--- src/rtl/interp_pkg.sv ---
// Shared definitions for the linear stream interpolator: default widths,
// derived-width helpers, FSM state encodings and the reset output code.
package interp_pkg;

    localparam int DEF_DATA_W   = 16;
    localparam int DEF_OUT_W    = 12;
    localparam int DEF_FRAC_W   = 16;
    localparam int DEF_MAX_LOG2 = 4;

    // Accumulator: sign guard + integer sample + fraction.
    function automatic int calc_acc_w(input int data_w, input int frac_w);
        return data_w + frac_w + 32'sd1;
    endfunction

    // Accumulator bits discarded below the output code.
    function automatic int calc_drop_w(input int data_w, input int frac_w, input int out_w);
        return frac_w + data_w - out_w;
    endfunction

    localparam int ACC_W  = calc_acc_w(DEF_DATA_W, DEF_FRAC_W);
    localparam int DROP_W = calc_drop_w(DEF_DATA_W, DEF_FRAC_W, DEF_OUT_W);

    typedef logic [1:0] state_t;
    localparam state_t ST_EMPTY = 2'd0;
    localparam state_t ST_ONE   = 2'd1;
    localparam state_t ST_RUN   = 2'd2;
    localparam state_t ST_HOLD  = 2'd3;

    // Offset-binary code for a zero sample at the default output width.
    localparam logic [DEF_OUT_W-1:0] OUT_RESET_CODE = {1'b1, {(DEF_OUT_W-1){1'b0}}};

endpackage

--- src/rtl/interp_linear_stream_if.sv ---
// Sample-in / point-out bundle of the interpolator. The slave modport is the
// interpolator itself; the master modport is the sample source and tick owner.
interface interp_linear_stream_if #(
    parameter int DATA_W = 16,
    parameter int OUT_W  = 12
);
    logic              in_valid;
    logic              in_ready;
    logic [DATA_W-1:0] in_data;
    logic [3:0]        ratio_sel;
    logic              tick;
    logic              out_valid;
    logic [OUT_W-1:0]  out_data;
    logic              underrun;

    modport master (
        output in_valid, in_data, ratio_sel, tick,
        input  in_ready, out_valid, out_data, underrun
    );

    modport slave (
        input  in_valid, in_data, ratio_sel, tick,
        output in_ready, out_valid, out_data, underrun
    );
endinterface

--- src/rtl/interp_delta_calc.sv ---
// Per-segment step size: (nxt - cur) scaled by 2^(FRAC_W - r), with the
// requested log2 ratio clamped to MAX_LOG2. Purely combinational.
module interp_delta_calc #(
    parameter int DATA_W   = 16,
    parameter int FRAC_W   = 16,
    parameter int MAX_LOG2 = 4
) (
    input  logic [DATA_W-1:0]      cur,
    input  logic [DATA_W-1:0]      nxt,
    input  logic [3:0]             ratio_sel,
    output logic [3:0]             r,
    output logic [DATA_W+FRAC_W:0] delta
);
    logic [DATA_W:0] diff_s;
    logic [7:0]      shamt_s;

    // Difference one bit wider than the samples so it never wraps, then scaled.
    always_comb begin
        diff_s = {nxt[DATA_W-1], nxt} - {cur[DATA_W-1], cur};
        if (ratio_sel > 4'(MAX_LOG2)) begin
            r = 4'(MAX_LOG2);
        end else begin
            r = ratio_sel;
        end
        shamt_s = 8'(FRAC_W) - {4'd0, r};
        delta   = {{FRAC_W{diff_s[DATA_W]}}, diff_s} << shamt_s;
    end
endmodule

--- src/rtl/interp_linear_stream.sv ---
// Linear interpolator for the DDS output path: upsamples signed samples by
// 2^ratio_sel, one point per tick, as offset-binary DAC code. Each segment
// re-anchors the accumulator on its start sample, so no error accumulates.
// Optional build macro INTERP_ROUND_EN: round-to-nearest with positive
// saturation instead of plain truncation.
module interp_linear_stream
    import interp_pkg::*;
#(
    parameter int DATA_W   = DEF_DATA_W,
    parameter int OUT_W    = DEF_OUT_W,
    parameter int FRAC_W   = DEF_FRAC_W,
    parameter int MAX_LOG2 = DEF_MAX_LOG2
) (
    input  logic                  Fg_CLK,
    input  logic                  RESET,
    interp_linear_stream_if.slave bus
);
    localparam int ACC_W  = calc_acc_w(DATA_W, FRAC_W);
    localparam int DROP_W = calc_drop_w(DATA_W, FRAC_W, OUT_W);
    localparam int PH_W   = MAX_LOG2 + 1;
    localparam logic [OUT_W-1:0] RST_CODE = {1'b1, {(OUT_W-1){1'b0}}};

    state_t            state_r, state_nx;
    logic [DATA_W-1:0] cur_r, cur_nx, nxt_r, nxt_nx, stage_r, stage_nx;
    logic              stage_full_r, stage_full_nx;
    logic [ACC_W-1:0]  acc_r, acc_nx, delta_r, delta_nx;
    logic [PH_W-1:0]   phase_r, phase_nx, ph_last_s;
    logic [3:0]        r_r, r_nx;
    logic              out_valid_r, underrun_r;
    logic [OUT_W-1:0]  out_data_r, code_s;
    logic              in_ready_s, accept_s, last_s, emit_s, under_s;
    logic [DATA_W-1:0] dc_a_s, dc_b_s;
    logic [3:0]        dc_r_s;
    logic [ACC_W-1:0]  dc_delta_s;
`ifdef INTERP_ROUND_EN
    logic [ACC_W-1:0]  rnd_s;
`endif

    // Sample sign-extended and placed on the integer part of the accumulator.
    function automatic logic [ACC_W-1:0] anchor(input logic [DATA_W-1:0] s);
        return {s[DATA_W-1], s, {FRAC_W{1'b0}}};
    endfunction

    assign in_ready_s    = !RESET && !((state_r == ST_RUN) && stage_full_r);
    assign accept_s      = bus.in_valid && in_ready_s;
    assign ph_last_s     = (PH_W'(1'b1) << r_r) - PH_W'(1'b1);
    assign last_s        = (phase_r == ph_last_s);
    assign bus.in_ready  = in_ready_s;
    assign bus.out_valid = out_valid_r;
    assign bus.out_data  = out_data_r;
    assign bus.underrun  = underrun_r;

    // Segment end points: ONE starts from cur, later segments from nxt; the
    // far end comes from the skid stage when it holds a sample.
    always_comb begin
        if (state_r == ST_ONE) begin
            dc_a_s = cur_r;
        end else begin
            dc_a_s = nxt_r;
        end
        if ((state_r == ST_RUN) && stage_full_r) begin
            dc_b_s = stage_r;
        end else begin
            dc_b_s = bus.in_data;
        end
    end

    interp_delta_calc #(
        .DATA_W   (DATA_W),
        .FRAC_W   (FRAC_W),
        .MAX_LOG2 (MAX_LOG2)
    ) u_delta (
        .cur       (dc_a_s),
        .nxt       (dc_b_s),
        .ratio_sel (bus.ratio_sel),
        .r         (dc_r_s),
        .delta     (dc_delta_s)
    );

    // Output code from the current accumulator: top OUT_W integer bits, MSB inverted.
    always_comb begin
`ifdef INTERP_ROUND_EN
        rnd_s = acc_r + (ACC_W'(1'b1) << (DROP_W - 1));
        if (!rnd_s[ACC_W-1] && rnd_s[ACC_W-2]) begin
            code_s = {1'b1, {(OUT_W-1){1'b1}}};
        end else begin
            code_s = {~rnd_s[ACC_W-2], rnd_s[ACC_W-3 -: OUT_W-1]};
        end
`else
        code_s = {~acc_r[ACC_W-2], acc_r[ACC_W-3 -: OUT_W-1]};
`endif
    end

    // Next-state logic: FSM, skid stage, accumulator and segment bookkeeping.
    always_comb begin
        state_nx      = state_r;
        cur_nx        = cur_r;
        nxt_nx        = nxt_r;
        stage_nx      = stage_r;
        stage_full_nx = stage_full_r;
        acc_nx        = acc_r;
        delta_nx      = delta_r;
        phase_nx      = phase_r;
        r_nx          = r_r;
        emit_s        = 1'b0;
        under_s       = 1'b0;
        case (state_r)
            ST_EMPTY: begin
                if (accept_s) begin
                    cur_nx   = bus.in_data;
                    state_nx = ST_ONE;
                end else begin
                    state_nx = ST_EMPTY;
                end
            end
            ST_ONE: begin
                if (accept_s) begin
                    nxt_nx   = bus.in_data;
                    acc_nx   = anchor(cur_r);
                    delta_nx = dc_delta_s;
                    phase_nx = {PH_W{1'b0}};
                    r_nx     = dc_r_s;
                    state_nx = ST_RUN;
                end else begin
                    state_nx = ST_ONE;
                end
            end
            ST_RUN: begin
                emit_s = bus.tick;
                if (bus.tick && last_s) begin
                    cur_nx   = nxt_r;
                    acc_nx   = anchor(nxt_r);
                    phase_nx = {PH_W{1'b0}};
                    if (stage_full_r || accept_s) begin
                        nxt_nx        = dc_b_s;
                        delta_nx      = dc_delta_s;
                        r_nx          = dc_r_s;
                        stage_full_nx = 1'b0;
                    end else begin
                        delta_nx = {ACC_W{1'b0}};
                        state_nx = ST_HOLD;
                    end
                end else begin
                    if (bus.tick) begin
                        acc_nx   = acc_r + delta_r;
                        phase_nx = phase_r + PH_W'(1'b1);
                    end else begin
                        acc_nx = acc_r;
                    end
                    if (accept_s) begin
                        stage_nx      = bus.in_data;
                        stage_full_nx = 1'b1;
                    end else begin
                        stage_full_nx = stage_full_r;
                    end
                end
            end
            ST_HOLD: begin
                emit_s  = bus.tick;
                under_s = bus.tick;
                if (accept_s) begin
                    cur_nx   = nxt_r;
                    nxt_nx   = bus.in_data;
                    r_nx     = dc_r_s;
                    phase_nx = {PH_W{1'b0}};
                    if (bus.tick && (dc_r_s == 4'd0)) begin
                        // The tick already produced the only point of this segment.
                        acc_nx   = anchor(bus.in_data);
                        delta_nx = {ACC_W{1'b0}};
                    end else if (bus.tick) begin
                        // The tick emitted point 0 of the new segment; continue at point 1.
                        acc_nx   = anchor(nxt_r) + dc_delta_s;
                        delta_nx = dc_delta_s;
                        phase_nx = PH_W'(1'b1);
                        state_nx = ST_RUN;
                    end else begin
                        acc_nx   = anchor(nxt_r);
                        delta_nx = dc_delta_s;
                        state_nx = ST_RUN;
                    end
                end else begin
                    state_nx = ST_HOLD;
                end
            end
            default: begin
                state_nx = ST_EMPTY;
            end
        endcase
    end

    // State and output registers with synchronous reset that drops every sample.
    always_ff @(posedge Fg_CLK) begin
        if (RESET) begin
            state_r      <= ST_EMPTY;
            cur_r        <= {DATA_W{1'b0}};
            nxt_r        <= {DATA_W{1'b0}};
            stage_r      <= {DATA_W{1'b0}};
            stage_full_r <= 1'b0;
            acc_r        <= {ACC_W{1'b0}};
            delta_r      <= {ACC_W{1'b0}};
            phase_r      <= {PH_W{1'b0}};
            r_r          <= 4'd0;
            out_valid_r  <= 1'b0;
            underrun_r   <= 1'b0;
            out_data_r   <= RST_CODE;
        end else begin
            state_r      <= state_nx;
            cur_r        <= cur_nx;
            nxt_r        <= nxt_nx;
            stage_r      <= stage_nx;
            stage_full_r <= stage_full_nx;
            acc_r        <= acc_nx;
            delta_r      <= delta_nx;
            phase_r      <= phase_nx;
            r_r          <= r_nx;
            out_valid_r  <= emit_s;
            underrun_r   <= under_s;
            if (emit_s) begin
                out_data_r <= code_s;
            end else begin
                out_data_r <= out_data_r;
            end
        end
    end
endmodule

--- src/flat_wrapper.sv ---
// flat-port wrapper written by rule: the top's interface ports become plain ports
module interp_linear_stream_flat import interp_pkg::*;
#(
    parameter int DATA_W   = DEF_DATA_W,
    parameter int OUT_W    = DEF_OUT_W,
    parameter int FRAC_W   = DEF_FRAC_W,
    parameter int MAX_LOG2 = DEF_MAX_LOG2
)
  (Fg_CLK, RESET, bus_in_valid, bus_in_data, bus_ratio_sel, bus_tick, bus_in_ready, bus_out_valid, bus_out_data, bus_underrun);
  interp_linear_stream_if #(.DATA_W(DATA_W), .OUT_W(OUT_W)) bus_i ();
  input  logic Fg_CLK;
  input  logic RESET;
  input wire logic [$bits(bus_i.in_valid)-1:0] bus_in_valid;
  input wire logic [$bits(bus_i.in_data)-1:0] bus_in_data;
  input wire logic [$bits(bus_i.ratio_sel)-1:0] bus_ratio_sel;
  input wire logic [$bits(bus_i.tick)-1:0] bus_tick;
  output wire logic [$bits(bus_i.in_ready)-1:0] bus_in_ready;
  output wire logic [$bits(bus_i.out_valid)-1:0] bus_out_valid;
  output wire logic [$bits(bus_i.out_data)-1:0] bus_out_data;
  output wire logic [$bits(bus_i.underrun)-1:0] bus_underrun;
  assign bus_i.in_valid = bus_in_valid;
  assign bus_i.in_data = bus_in_data;
  assign bus_i.ratio_sel = bus_ratio_sel;
  assign bus_i.tick = bus_tick;
  assign bus_in_ready = bus_i.in_ready;
  assign bus_out_valid = bus_i.out_valid;
  assign bus_out_data = bus_i.out_data;
  assign bus_underrun = bus_i.underrun;
  interp_linear_stream #(.DATA_W(DATA_W), .OUT_W(OUT_W), .FRAC_W(FRAC_W), .MAX_LOG2(MAX_LOG2)) u_core (.Fg_CLK(Fg_CLK), .RESET(RESET), .bus(bus_i));
endmodule
--- config.mk ---
export PLATFORM = sky130hd
export DESIGN_NAME = interp_linear_stream_flat
export DESIGN_NICKNAME = d
export VERILOG_FILES = /design/src/rtl/interp_pkg.sv /design/src/rtl/interp_linear_stream_if.sv /design/src/rtl/interp_delta_calc.sv /design/src/rtl/interp_linear_stream.sv /design/src/flat_wrapper.sv
export SDC_FILE = /design/constraint.sdc
export NUM_CORES = 1
export LEC_CHECK = 0
export ABC_AREA = 0
export CAP_MARGIN = 20
export CORE_ASPECT_RATIO = 0.75
export CORE_MARGIN = 4
export CORE_UTILIZATION = 59
export CTS_CLUSTER_DIAMETER = 200
export CTS_CLUSTER_SIZE = 40
export DETAILED_ROUTE_END_ITERATION = 10
export DONT_BUFFER_PORTS = 1
export PLACE_DENSITY = 0.75
export SYNTH_ARGS = -nofsm -noshare
export SYNTH_HDL_FRONTEND = slang
export SYNTH_SLANG_ARGS = --single-unit
--- constraint.sdc ---
create_clock -name Fg_CLK -period 14.5 [get_ports Fg_CLK]
set_input_delay 1.45 -clock Fg_CLK [delete_from_list [all_inputs] [get_ports Fg_CLK]]
set_output_delay 1.45 -clock Fg_CLK [all_outputs]
set_load 0.005 [all_outputs]
==> impl_metrics.yaml, run 1 <==
sta:
  rsz0062_at_grt: "false"
  clock_skew_ps: 12.33
  setup_viol: 0
  relSlewSlack_pct: 26.09
  post-route-period-util_pct: 56.30
  tightest_slew_ps: 1099
  drv_slew: 0
  hold_viol: 0
  fmax_mhz: 122.5
  setup-tns-final_ps: 0
  post-route-min-period_ps: 8164
hold_path:
  hold_class: "reg2reg"
  min_from: "u_core.stage_r[0]"
floorplanning:
  core_area_mm2: 0.01766
  dieArea_mm2: 0.02021
  dieWidth_um: 162.8
  io_pins: 39
  die_y_um: 124.1
  row_count: 42
  start_util_pct: 60.07
layout:
  fillers: 1536
  drive_above_1_share_pct: 7.664
  antennaDiodeCount: 0
  area_delta_synth_final_pct: 7.255
  fin_nets: 1428
  final_common_cell: "nand2_1"
  finalInstanceArea_mm2: 0.01138
  mostFrequentLayoutCells: "162 x nand2_1, 161 x nor2_1, 137 x dfxtp_1, 108 x a21oi_1, 69 x ha_1"
clock_tree:
  root_buffer: "clkbuf_16"
  tritoncts: "yes"
  clkTransAtPathRegs_ps: 70
  clockBufferDepth: 2
  htreeDepth: 4
  post-cts-setup-buffer-count: 0
  numCtsBuffers: 17
  holdBufCountCts: 0
  cts-resized-gates: 0
  clock_latency_ps: 430
  cts_sinks: 138
yosys:
  yosys-top-cells-area: "dfxtp_1 26%, ha_1 8.3%, nand2_1 5.7%"
  synth-async-reset-ratio_pct: 0
  syn_nets: 1473
  syn_inst: 1376
  yosysSeqAreaShare_pct: 26.05
  synth-edff-count: 0
  ys.flop_type: "dfxtp_1"
  syn-cell-area_mm2: 0.01061
  synth_cell_types: 74
  synth-seq-cells: 138
  synth_top_area_cell: "dfxtp_1"
  postSynthAreaPerCell_um2: 7.708
  synth_top_area_share_pct: 26.05
  yosys_warnings: 0
routing:
  wl_per_cell_um: 21.53
  final_antenna_net_count: 0
  vias: 10719
  drc: 0
  routed_wl_mm: 34.15
  vias_per_cell: 6.759
  drt_iter0_drc: 1705
  dr.pass1.iters: 6
critical_path:
  required_ps: 14850
  start_kind: "flip-flop"
  rr_startpoint: "u_core.state_r[1]"
  startpoint: "u_core.state_r[1]"
  arrival_ps: 8520
  critPathCaptureType: "flip-flop"
  critPathMaxFanout: 37
  path_class: "reg2reg"
global_route:
  grt_antenna_before_repair: 0
  grt_pass1_vias: 9780
  grt-ovfl-total: 0
  grt_max_degree: 123
  grt_usage_pct: 33.75
  grt_first_pass_wirelength_mm: 53.77
pwr:
  leakage_nw: 4.469
  pwr_density_cell_mw_per_mm2: 113.8
  total_power_mw: 1.294
  peakVddDrop_mv: 0.07746
placement:
  hpwl_mm: 24.72
  place_area_mm2: 0.01077
  port_buffers: 0
  place.gp.congestion: 1.007
job:
  maxCapViolations: 0
run_status:
  run_status: "completed"
layout make-up:
class / instances / area, um^2 / share of cell area, %
inverters: 21 / 78.83 / 0.6929
flip-flops and latches: 138 / 2764 / 24.30
clock inverters: 15 / 180.2 / 1.584
repair buffers: 14 / 125.1 / 1.100
multi-input cells: 1139 / 7500 / 65.93
well taps: 242 / 302.8 / 2.662
clock buffers: 17 / 425.4 / 3.740
state kept, by name, indices dropped and copies added (netlist names), 2 cells and up:
| signal | cells |
|---|---|
| u_core.acc_r | 32 |
| u_core.phase_r | 5 |
| u_core.r_r | 4 |
| u_core.stage_r | 16 |
| u_core.nxt_r | 16 |
| u_core.cur_r | 16 |
| u_core.state_r | 2 |
| u_core.bus.out_data | 12 |
| u_core.delta_r | 32 |
cell usage after synthesis (13+ instances only):
cell type / n
clkbuf_1: 64
nor2_1: 161
o21ai_0: 68
xnor2_1: 36
nor3_1: 56
nand2_1: 162
mux2_2: 26
a21oi_1: 108
inv_1: 19
ha_1: 70
a31oi_1: 23
a21o_1: 27
a211oi_1: 30
nor2b_1: 20
a22oi_1: 13
dfxtp_1: 138
a221oi_1: 21
xor2_1: 26
mux2i_1: 51
nand3_1: 37
per-layer routing:
metal  wire length, um  track usage (%)  part of all wire, %  vias to the layer above
met5                 0                0                    0                        -
met4              1143            10.63                  3.3                        0
met3              3877            8.501                   11                      103
met2             13940            50.49                   41                      648
met1             15190            47.88                   44                     4993
li1                  -                -                    -                     4975
worst paths after layout:
check	end	slack [ps]	cells past startpoint
worst max-delay path	u_core.acc_r[27]	6340	26
worst min-delay path	u_core.stage_r[0]	450	2
worst max register to register	u_core.acc_r[27]	6340	26
worst min register to register	u_core.stage_r[0]	450	2
where the power goes:
group          internal (mW)  total, mW  switching, mW
registers              0.399      0.420         0.0212
clock network          0.261      0.462          0.201
logic                  0.156      0.412          0.256
total                  0.817       1.29          0.478
through the flow:
stage	cells	utilization (%)	hold WS, ps	setup WS (ps)
after floorplan	1376	-	431.5	8188
after global placement	1553	60.84	436.8	6900
after detailed placement	1554	61.00	441.1	6663
after CTS	1586	64.43	450.2	6594
after global routing	1586	64.43	466.6	5801
final	1586	64.43	452.5	6336
worst max-delay path, stage by stage, from the launching register on:
cell and delay [ps]:
dfxtp_2 320, buf_4 420, clkinv_1 520, nor2_1 570, nand2_1 640, mux2_2 500, ha_1 360, nor2b_1 180
o31ai_1 440, a21boi_0 510, nand2_1 100, nand2_1 80, o32ai_1 180, or2_2 350, a21oi_1 330, a2bb2oi_1 500
ha_1 380, nand2_1 120, nor2_1 60, a211oi_1 270, o21ai_0 210, a31oi_1 250, xor2_1 100, o2111ai_1 190
nand3_1 90, a2bb2oi_1 160, a211oi_1 230
kinds of logic after synthesis:
kind of cell	share of synthesized area, %
simple gates	21.26
fa+ha+maj	8.824
xor+xnor	5.120
buf+inv	3.621
mux	8.458
flops	26.05
compound gates	26.67
Note: power is estimated with default switching activity, not from simulation.
==> run 2, diff against run 1 <==
==> constraint.sdc (replaced) <==
create_clock -name Fg_CLK -period 8 [get_ports Fg_CLK]
set_input_delay 0.8 -clock Fg_CLK [delete_from_list [all_inputs] [get_ports Fg_CLK]]
set_output_delay 0.8 -clock Fg_CLK [all_outputs]
set_load 0.005 [all_outputs]
==> impl_metrics.yaml, run 2 (same netlist as run 1, synthesis figures left out) <==
hold_path:
  min_delay_path_depth: 1
  hold_class: "in2reg"
  hold_path_end: "u_core.acc_r[27]"
  min_from: "RESET"
floorplanning:
  dieArea_mm2: 0.02021
  die_y_um: 124.1
  core_area_mm2: 0.01766
  start_util_pct: 60.07
  row_count: 42
  io_pins: 39
  dieWidth_um: 162.8
routing:
  drt_iter0_drc: 1362
  drc: 0
  vias_per_cell: 6.721
  wl_per_cell_um: 21.64
  dr.pass1.iters: 6
  final_antenna_net_count: 0
  vias: 10686
  routed_wl_mm: 34.41
clock_tree:
  post-cts-setup-buffer-count: 0
  cts_sinks: 138
  cts-resized-gates: 0
  clock_latency_ps: 440
  holdBufCountCts: 0
  clockBufferDepth: 2
  numCtsBuffers: 17
  tritoncts: "yes"
  root_buffer: "clkbuf_16"
  clkTransAtPathRegs_ps: 70
  htreeDepth: 4
sta:
  post-route-period-util_pct: 88.48
  setup-tns-final_ps: 0
  tightest_slew_ps: 1165
  fmax_mhz: 141.3
  hold_viol: 0
  relSlewSlack_pct: 21.62
  holdWs_ps: 429.0
  clock_skew_ps: 11.21
  post-route-min-period_ps: 7078
  drv_slew: 0
  setup_viol: 0
  rsz0062_at_grt: "false"
  setup_ws_ps: 921.8
layout:
  antennaDiodeCount: 0
  finalNonFillerCells: 1590
  mostFrequentLayoutCells: "162 x nand2_1, 161 x nor2_1, 137 x dfxtp_1, 108 x a21oi_1, 69 x ha_1"
  area_delta_synth_final_pct: 7.550
  fillers: 1533
  final_common_cell: "nand2_1"
  reg_top3: "u_core.acc_r x32, u_core.delta_r x32"
  fin_nets: 1432
  drive_above_1_share_pct: 7.938
global_route:
  grt_antenna_before_repair: 0
  grt-ovfl-total: 0
  grt_pass1_vias: 9651
  grt_first_pass_wirelength_mm: 54.25
  grt_max_degree: 123
  grt_usage_pct: 34.19
critical_path:
  startpoint: "u_core.state_r[1]"
  rrSetupSlack_ps: 920
  reg2reg_depth: 28
  r2r-end: "u_core.acc_r[30]"
  rr_startpoint: "u_core.state_r[1]"
  slowest_delay_ps: 500
  path_class: "reg2reg"
  critPathMaxFanout: 16
  arrival_ps: 7400
  required_ps: 8320
  crit_slowest_cell: "ha_1"
  start_kind: "flip-flop"
  critPathCaptureType: "flip-flop"
pwr:
  pwr_density_cell_mw_per_mm2: 206.9
  total_power_mw: 2.360
  peakVddDrop_mv: 0.1105
  leakage_nw: 4.486
placement:
  hpwl_mm: 25.07
  dp_slack_ps: 1211
  dp_cells: 1557
  port_buffers: 0
  place.gp.congestion: 0.9957
run_status:
  run_status: "completed"
job:
  maxCapViolations: 0
run 2: cell count changes in the layout (fill, tap and decap cells not counted), sizes merged:
cell	delta
bufinv	+1
buf	+4
clkinv	+4
inv	-5
run 2: cell type report:
| type | instances | area, um^2 | share of cell area, % |
|---|---|---|---|
| clock buffers | 17 | 425.4 | 3.729 |
| clock inverters | 15 | 190.2 | 1.667 |
| inverters | 21 | 78.83 | 0.6910 |
| multi-input cells | 1139 | 7507 | 65.81 |
| flip-flops and latches | 138 | 2764 | 24.23 |
| well taps | 242 | 302.8 | 2.654 |
| repair buffers | 18 | 138.9 | 1.218 |
run 2: report_power, final:
part	switching, mW	internal (mW)
Combinational	0.460	0.284
Sequential	0.0389	0.723
Clock	0.357	0.497
Total	0.856	1.50
run 2: per-stage QoR:
| step | instance area (um^2) | util (%) |
|---|---|---|
| floorplan | 10610 | - |
| global placement | 10780 | 61.05 |
| detailed placement | 10780 | 61.05 |
| CTS | 11400 | 64.54 |
| global route | 11410 | 64.60 |
| finish | 11410 | 64.60 |
run 2: worst max-delay path by stage:
stage	to	slack, ps	cells past startpoint
2_1_floorplan	u_core.acc_r[27]	1690	28
3_3_place_gp	u_core.acc_r[30]	1320	28
3_5_place_dp	u_core.acc_r[30]	1210	28
4_1_cts	u_core.acc_r[30]	1130	28
5_1_grt	u_core.acc_r[31]	500	27
6_report	u_core.acc_r[30]	920	28
run 2: critical path, delay by kind of cell (launching register included):
kind	cells	cell delay, ps
mux	3	1080
compound gates	9	1810
flops	1	330
buf+inv	3	760
fa+ha+maj	3	900
simple gates	8	1770
xor+xnor	2	300
run 2: layer usage:
metal / vias to the layer above / share of wire [%] / track usage (%)
met1: 4964 / 44 / 47.92
met2: 639 / 42 / 50.65
met5: - / 0.24 / 2.778
li1: 4999 / - / -
met3: 82 / 12 / 9.163
met4: 2 / 2.6 / 11.68
==> run 3, diff against run 2 <==
--- a/config.mk
+++ b/config.mk
@@ -13,8 +13,7 @@
 export CTS_CLUSTER_DIAMETER = 200
 export CTS_CLUSTER_SIZE = 40
 export DETAILED_ROUTE_END_ITERATION = 10
-export DONT_BUFFER_PORTS = 1
-export PLACE_DENSITY = 0.75
+export PLACE_DENSITY = 0.77
 export SYNTH_ARGS = -nofsm -noshare
 export SYNTH_HDL_FRONTEND = slang
 export SYNTH_SLANG_ARGS = --single-unit
==> impl_metrics.yaml, run 3 (same netlist as run 1, synthesis figures left out) <==
critical_path:
  path_class: "reg2reg"
  rr_startpoint: "u_core.state_r[1]"
  rrSetupSlack_ps: 900
  startpoint: "u_core.state_r[1]"
  critPathMaxFanout: 16
  start_kind: "flip-flop"
  arrival_ps: 7400
  critPathCaptureType: "flip-flop"
  slowest_delay_ps: 510
  required_ps: 8290
  crit_slowest_cell: "mux4_2"
pwr:
  pwr-share-clk_pct: 34.7
  peakVddDrop_mv: 0.1238
  leakage_nw: 4.636
  internal_power_mw: 1.465
  combPwrFrac_pct: 32.9
  pwr_density_cell_mw_per_mm2: 200.2
  total_power_mw: 2.359
  seq_power_share_pct: 32.4
  switching_share_pct: 37.90
  switchingPower_uw: 893.8
layout:
  mostFrequentLayoutCells: "162 x nand2_1, 161 x nor2_1, 138 x dfxtp_1, 108 x a21oi_1, 69 x ha_1"
  reg_top3: "u_core.acc_r x32, u_core.delta_r x32"
  antennaDiodeCount: 0
  fin_nets: 1473
  drive_above_1_share_pct: 7.919
  final_common_cell: "nand2_1"
  fillers: 1559
  area_delta_synth_final_pct: 11.06
run_status:
  run_status: "completed"
global_route:
  grt_usage_pct: 33.48
  grt_first_pass_wirelength_mm: 53.09
  grt_pass1_vias: 9493
  grt_antenna_before_repair: 0
  grt-ovfl-total: 0
  grt_max_degree: 66
hold_path:
  min_from: "u_core.bus.out_data[0]"
  hold_class: "reg2reg"
routing:
  top_layer: "met4"
  drc: 0
  wl_per_cell_um: 20.94
  dr.pass1.iters: 6
  drt_iter0_drc: 1594
  wl_met2_mm: 13.92
  vias_per_cell: 6.663
  wl_met3_mm: 3.914
  routed_wl_mm: 34.15
  wirelength_met1_mm: 15.37
  final_antenna_net_count: 0
  vias: 10868
job:
  maxCapViolations: 0
sta:
  hold_viol: 0
  rsz0062_at_grt: "false"
  post-route-period-util_pct: 88.78
  setup_viol: 0
  clock_skew_ps: 11.17
  post-route-min-period_ps: 7102
  fmax_mhz: 140.8
  drv_slew: 0
  relSlewSlack_pct: 25.09
  tightest_slew_ps: 1113
  setup-tns-final_ps: 0
clock_tree:
  post-cts-setup-buffer-count: 0
  clkTransAtPathRegs_ps: 70
  clock_latency_ps: 440
  htreeDepth: 4
  root_buffer: "clkbuf_16"
  clockBufferDepth: 2
  cts-resized-gates: 0
  cts_sinks: 138
  holdBufCountCts: 0
  numCtsBuffers: 17
  tritoncts: "yes"
placement:
  place.gp.congestion: 1.012
  port_buffers: 38
  hpwl_mm: 25.26
floorplanning:
  dieWidth_um: 162.8
  core_area_mm2: 0.01766
  dieArea_mm2: 0.02021
  die_y_um: 124.1
  start_util_pct: 60.07
  row_count: 42
  io_pins: 39
run 3: changes by cell type in the layout (fill, tap and decap cells not counted), sizes merged:
| cell | delta |
|---|---|
| clkinvlp | -1 |
| clkinv | -4 |
| inv | +7 |
| bufinv | -2 |
| buf | +4 |
| clkdlybuf4s50 | +37 |
run 3: final timing paths:
kind,to,cells past startpoint
setup / recovery,u_core.acc_r[30],30
hold / removal,u_core.bus.out_data[0],2
setup reg to reg,u_core.acc_r[30],30
hold reg to reg,u_core.bus.out_data[0],2
run 3: layout make-up:
type / count / area, um^2 / area share [%]
clock buffers: 17 / 425.4 / 3.611
multi-input cells: 1139 / 7500 / 63.66
flip-flops and latches: 138 / 2763 / 23.45
inverters: 21 / 78.83 / 0.6691
well taps: 242 / 302.8 / 2.570
clock inverters: 15 / 171.4 / 1.455
repair buffers: 59 / 539.3 / 4.578
run 3: routing by layer:
metal / vias up / GRT usage (%)
met1: 5083 / 49.57
li1: 5074 / -
met3: 72 / 6.054
met4: 0 / 10.90
met5: - / 0
met2: 639 / 49.15
run 3: power groups by stage:
stage	clock network, mW	logic (mW)	registers (mW)
final	0.818	0.777	0.764
after detailed placement	0	0.747	0.776
after global routing	0.859	0.837	0.765
after floorplan	0	0.550	0.759
after CTS	0.821	0.751	0.761
after global placement	0	0.740	0.776
run 3: critical path: cells and delay by family, from the launching register on:
kind / cells / cell delay (ps)
AO/OA/AOI/OAI: 10 / 2180
AND/OR/NAND/NOR: 8 / 1560
multiplexers: 3 / 1120
adder cells (fa/ha/maj): 3 / 870
buffers and inverters: 4 / 670
flip-flops: 1 / 330
XOR/XNOR: 2 / 270
run 3: metrics by stage:
| stage | hold slack, ps | area (um^2) | utilization, % | instances | setup WS (ps) |
|---|---|---|---|---|---|
| floorplan | 431.5 | 10610 | - | 1376 | 1688 |
| global placement | 442.5 | 11170 | 63.27 | 1598 | 1124 |
| detailed placement | 446.1 | 11180 | 63.34 | 1599 | 1102 |
| CTS | 455.3 | 11780 | 66.72 | 1631 | 1113 |
| global route | 476.3 | 11780 | 66.72 | 1631 | 635.6 |
| finish | 452.4 | 11780 | 66.72 | 1631 | 897.8 |
